==> src/rtl/redun_carry_resolve.sv <==
// Carry resolver for a redundant-form result: walks the (WRD_BITS+1)-bit words
// LSW-first, one per cycle, and streams the canonical WRD_BITS-wide value plus an overflow flag.
module redun_carry_resolve #(
   parameter int WRD_BITS = 32,
   parameter int NUM_WRDS = 33
) (
   input  logic                                i_clk,
   input  logic                                i_rst,
   input  logic [NUM_WRDS*(WRD_BITS+1)-1:0]    i_dat,
   input  logic                                i_val,
   output logic                                o_rdy,
   output logic [WRD_BITS-1:0]                 o_dat,
   output logic                                o_val,
   input  logic                                i_rdy,
   output logic                                o_last,
   output logic                                o_ovf
);

   localparam int RED_BITS = WRD_BITS + 1;
   localparam int DAT_BITS = NUM_WRDS * RED_BITS;
   localparam int IDX_BITS = (NUM_WRDS > 1) ? $clog2(NUM_WRDS + 1) : 1;

   typedef enum logic [1:0] {
      ST_IDLE  = 2'd0,
      ST_RUN   = 2'd1,
      ST_DRAIN = 2'd2
   } state_t;

   state_t                 state_r, state_s;
   logic [DAT_BITS-1:0]    data_r, data_s;
   logic [1:0]             carry_r, carry_s;
   logic [IDX_BITS-1:0]    idx_r, idx_s;
   logic [WRD_BITS-1:0]    dat_r, dat_s;
   logic                   val_r, val_s;
   logic                   last_r, last_s;
   logic                   ovf_r, ovf_s;
   logic [WRD_BITS+1:0]    sum_s;
   logic                   is_last_s;

   // Ready is only offered from IDLE and is forced low while reset is held.
   assign o_rdy  = (state_r == ST_IDLE) && !i_rst;
   assign o_dat  = dat_r;
   assign o_val  = val_r;
   assign o_last = last_r;
   assign o_ovf  = ovf_r;

   // Next-state and datapath: the captured value is shifted down so the current word is always at the bottom.
   always_comb begin
      state_s   = state_r;
      data_s    = data_r;
      carry_s   = carry_r;
      idx_s     = idx_r;
      dat_s     = dat_r;
      val_s     = val_r;
      last_s    = last_r;
      ovf_s     = ovf_r;
      sum_s     = {1'b0, data_r[RED_BITS-1:0]} + {{WRD_BITS{1'b0}}, carry_r};
      is_last_s = (idx_r == IDX_BITS'(NUM_WRDS - 1));

      case (state_r)
         ST_IDLE: begin
            if (i_val) begin
               data_s  = i_dat;
               carry_s = 2'd0;
               idx_s   = {IDX_BITS{1'b0}};
               state_s = ST_RUN;
            end else begin
               state_s = ST_IDLE;
            end
         end
         ST_RUN: begin
            if (!val_r || i_rdy) begin
               dat_s   = sum_s[WRD_BITS-1:0];
               val_s   = 1'b1;
               last_s  = is_last_s;
               ovf_s   = is_last_s && (sum_s[WRD_BITS+1:WRD_BITS] != 2'd0);
               carry_s = sum_s[WRD_BITS+1:WRD_BITS];
               idx_s   = idx_r + IDX_BITS'(1);
               data_s  = data_r >> RED_BITS;
               if (is_last_s) begin
                  state_s = ST_DRAIN;
               end else begin
                  state_s = ST_RUN;
               end
            end else begin
               state_s = ST_RUN;
            end
         end
         ST_DRAIN: begin
            if (val_r && i_rdy) begin
               val_s   = 1'b0;
               last_s  = 1'b0;
               ovf_s   = 1'b0;
               state_s = ST_IDLE;
            end else begin
               state_s = ST_DRAIN;
            end
         end
         default: begin
            val_s   = 1'b0;
            last_s  = 1'b0;
            ovf_s   = 1'b0;
            state_s = ST_IDLE;
         end
      endcase
   end

   // State and output registers with synchronous reset.
   always_ff @(posedge i_clk) begin
      if (i_rst) begin
         state_r <= ST_IDLE;
         data_r  <= {DAT_BITS{1'b0}};
         carry_r <= 2'd0;
         idx_r   <= {IDX_BITS{1'b0}};
         dat_r   <= {WRD_BITS{1'b0}};
         val_r   <= 1'b0;
         last_r  <= 1'b0;
         ovf_r   <= 1'b0;
      end else begin
         state_r <= state_s;
         data_r  <= data_s;
         carry_r <= carry_s;
         idx_r   <= idx_s;
         dat_r   <= dat_s;
         val_r   <= val_s;
         last_r  <= last_s;
         ovf_r   <= ovf_s;
      end
   end

endmodule
==> config.mk <==
export PLATFORM = sky130hd
export DESIGN_NAME = redun_carry_resolve
export DESIGN_NICKNAME = d
export VERILOG_FILES = /design/src/rtl/redun_carry_resolve.sv
export SDC_FILE = /design/constraint.sdc
export NUM_CORES = 2
export LEC_CHECK = 0
export ABC_AREA = 1
export CORE_AREA = 2 2 445 447
export CTS_BUF_LIST = sky130_fd_sc_hd__clkbuf_8
export CTS_CLUSTER_SIZE = 40
export DETAILED_ROUTE_END_ITERATION = 8
export DIE_AREA = 0 0 447 449
export GPL_ROUTABILITY_DRIVEN = 0
export MAX_ROUTING_LAYER = met4
export PLACE_DENSITY_LB_ADDON = 0.05
export SLEW_MARGIN = 20
export SYNTH_ARGS = -nofsm -noshare
export SYNTH_HDL_FRONTEND = slang
export SYNTH_SLANG_ARGS = --single-unit
==> constraint.sdc <==
create_clock -name i_clk -period 5.5 [get_ports i_clk]
set_input_delay 0.55 -clock i_clk [delete_from_list [all_inputs] [get_ports i_clk]]
set_output_delay 0.55 -clock i_clk [all_outputs]
set_load 0.01 [all_outputs]
==> run summary <==
Total gr overflow - 0
Via-to-Cell Ratio - 4.81
Antenna Nets Post-Route - 0
Global-route wire length before repair - 335000 um
Layout cells sized above 1 - 0.0495
Synth Area in Simple Gates - 0.193
Yosys reg bits - 1134
Status - completed
Syn nets - 7529
Global Route Usage Sum - 0.233
Hold Crit Class - in2reg
Largest family of logic cells by synthesized area - compound AO/OA/AOI/OAI gates
Pwr dens - 339 nW/um^2
Initial antenna violation count - 174
Chip width - 447 um
Clock transition at path regs - 0.06 ns
Max-slew violations - 0
CP Launch Type - register
Post-Syn Area - 47700 sq um
Number of global-route vias before repair - 48406
Total die area - 201000 sq um
Root Driver - clkbuf_8
Skew-Pair Late Insertion Delay - 0.95 ns
H-tree levels - 4
Post-route cell area - 64800 sq um
Part of the power in registers - 0.445
Switching power - 6700 uW
Xor and xnor area share after synthesis - 0.00349
Largest net degree at the start of global routing - 241
Post-Synthesis Cells - 6431
Vias post-DR - 48877
CTS max path bufs - 3
Drt drc - 0
Port Buffers - 1128
Switching Fraction - 0.305
Clock power frac - 0.382
Worst Skew - 0.0466 ns
Post_cts resized - 0
CTS Hold Bufs - 0
Post-CTS Setup Bufs - 0
Synth cell types - 39
Total CTS buffers - 217
Critical path type - reg2reg
Final Core Density - 0.330
Initial Util - 0.243
Fmax - 323 MHz
Mean area per synthesized cell - 7.42 sq um
Total of max-cap violations - 0
Critical path required time - 6.38 ns
Post-synthesis compound-gate area fraction - 0.259
Hold Vio Cnt, Final - 0
Synthesis-to-layout area growth - 35.8%
Die height - 449 um
Logic gate share of total power - 0.173
Yosys warnings - 0
Placed cells - 9648
Worst slew margin - 0.289
Fin cells - 10169
Power Internal - 15200 uW
Synth Area in Adders - 0.00147
Crit path capture type - register
Crit Path Max Fanout - 94
Post-layout minimum cycle time - 3.09 ns
Leak Pwr - 0.0243 uW
Final #Nets - 8325
I/O pin count - 1129
Row Count - 163
Placed cell area - 60200 sq um
DR WL/cell - 23.4 um
Initial DRC Count - 3105
# setup viols final - 0
Total Wirelength - 238000 um
Total power - 21900 uW
Sequential area share after synthesis - 0.476
Clk sinks - 1134
Unrepaired setup endpoints after global routing - false
HPWL Detailed - 171000 um
Final period utilization - 0.562
Core area - 196000 sq um
DR pass1 iterations - 6
Worst Tran Pin Value - 1.07 ns
Worst Path Arrival - 3.97 ns
Final TNS setup - 0 ns
Mux cell area share after synthesis - 0
CTS tree - done
VDD IR-drop max - 0.167 mV
## stage by stage
stage | setup WS [ns] | hold WS (ns)
5_1_grt | 2.09 | 0.0815
3_3_place_gp | 2.07 | 0.458
3_5_place_dp | 2.03 | 0.457
4_1_cts | 2.33 | 0.0187
6_report | 2.41 | 0.159
2_1_floorplan | 3.72 | 0.444
## critical path, stage by stage (launching register included)
cell and delay [ns]:
dfxtp_1 0.34, inv_2 0.09, nand2_8 0.37, buf_4 0.74, buf_4 0.91, nand2_1 0.27
a31oi_1 0.23
## synthesized netlist by cell type
library cell	n	area [sq um]
nor3b_2	1	12.5
nor3_1	7	35.0
or2_2	3	18.8
inv_4	1	6.26
nand2_2	1	6.26
nor2_1	90	338
o211ai_1	3	22.5
buf_2	193	966
o221ai_1	1	8.76
nor2_2	1	6.26
nand4_1	4	25.0
a21oi_1	51	255
dfxtp_1	1134	22700
inv_2	3	11.3
nor3b_1	1	7.51
nor2_4	2	22.5
buf_6	27	304
nand2_4	1	11.3
nand3b_1	3	22.5
and3_1	2	12.5
a31oi_1	1056	6610
inv_1	51	191
o21a_1	1	7.51
buf_12	1	20.0
o21ai_1	643	3220
nand3_1	59	295
fa_1	1	20.0
buf_8	2	30.0
clkbuf_1	311	1170
xnor2_1	7	61.3
nand2_1	2231	8370
nor4_1	1	6.26
o21ai_0	442	2210
xor2_1	12	105
buf_1	6	22.5
buf_4	71	533
clkinv_2	1	5.00
a211oi_1	2	15.0
ha_1	4	50.1
## per-layer routing
metal | GRT usage | wire [um] | part of all wire | vias up
li1 | - | - | - | 24136
met1 | 0.249 | 92400 | 0.39 | 23022
met2 | 0.405 | 121000 | 0.51 | 1303
met3 | 0.0619 | 14500 | 0.061 | 416
met4 | 0.0981 | 9470 | 0.040 | 0
met5 | - | 0 | 0 | -
## power by group through the flow
stage	Combinational, uW	Clock [uW]	Sequential, uW
finish	3790	8390	9760
global route	4230	9060	9860
CTS	3850	8710	9780
detailed placement	3840	0	9940
global placement	3810	0	9940
floorplan	2300	0	9690
## registers in the layout (all words and copies together), names as in the netlist
register	flops
o_dat	32
o_last	1
o_ovf	1
o_val	1
idx_r	6
carry_r	2
data_r	1089
state_r	2
## logic make-up (layout without fill, tap and decap cells)
family                     after synthesis  count (layout)
xor gates and xnor gates                19              19
other                                    0             131
buffers and inverters                  667            1634
AOI/OAI and AO/OA                     2199            2199
DFF                                   1134            1134
adders and majority gates                5               5
and+or+nand+nor                       2407            2407
## cells in the final DEF, fill, tap and decap left out, types with 4 or more instances in the layout
cell type / count
clkdlybuf4s50_1: 1127
nor3_1: 7
diode_2: 131
buf_4: 28
buf_12: 33
nand2_1: 2231
a31oi_1: 1056
o21ai_0: 442
clkinvlp_4: 8
clkinv_2: 6
clkbuf_8: 270
a21oi_1: 51
ha_1: 4
nand3_1: 59
inv_1: 150
dfxtp_1: 1134
xor2_1: 12
o21ai_1: 643
nand4_1: 4
nor2_1: 90
xnor2_1: 7
## final timing paths
| kind | start | end | slack (ns) | cells after the start |
|---|---|---|---|---|
| worst min-delay path | i_dat[738] | data_r[738] | 0.16 | 3 |
| worst min register to register | data_r[105] | data_r[72] | 0.45 | 2 |
| worst max register to register | state_r[1] | data_r[461] | 2.41 | 6 |
| worst max-delay path | state_r[1] | data_r[461] | 2.41 | 6 |
## final cells by class
cell class | count | area, sq um
flip-flops and latches | 1134 | 22700
clock buffers | 270 | 3720
repair buffers | 1188 | 12200
well taps | 2640 | 3300
multi-input cells | 4630 | 21800
clock inverters | 120 | 586
fillers | 21587 | 131000
inverters | 56 | 236
diodes | 131 | 328
(Power assumes the default switching activity.)
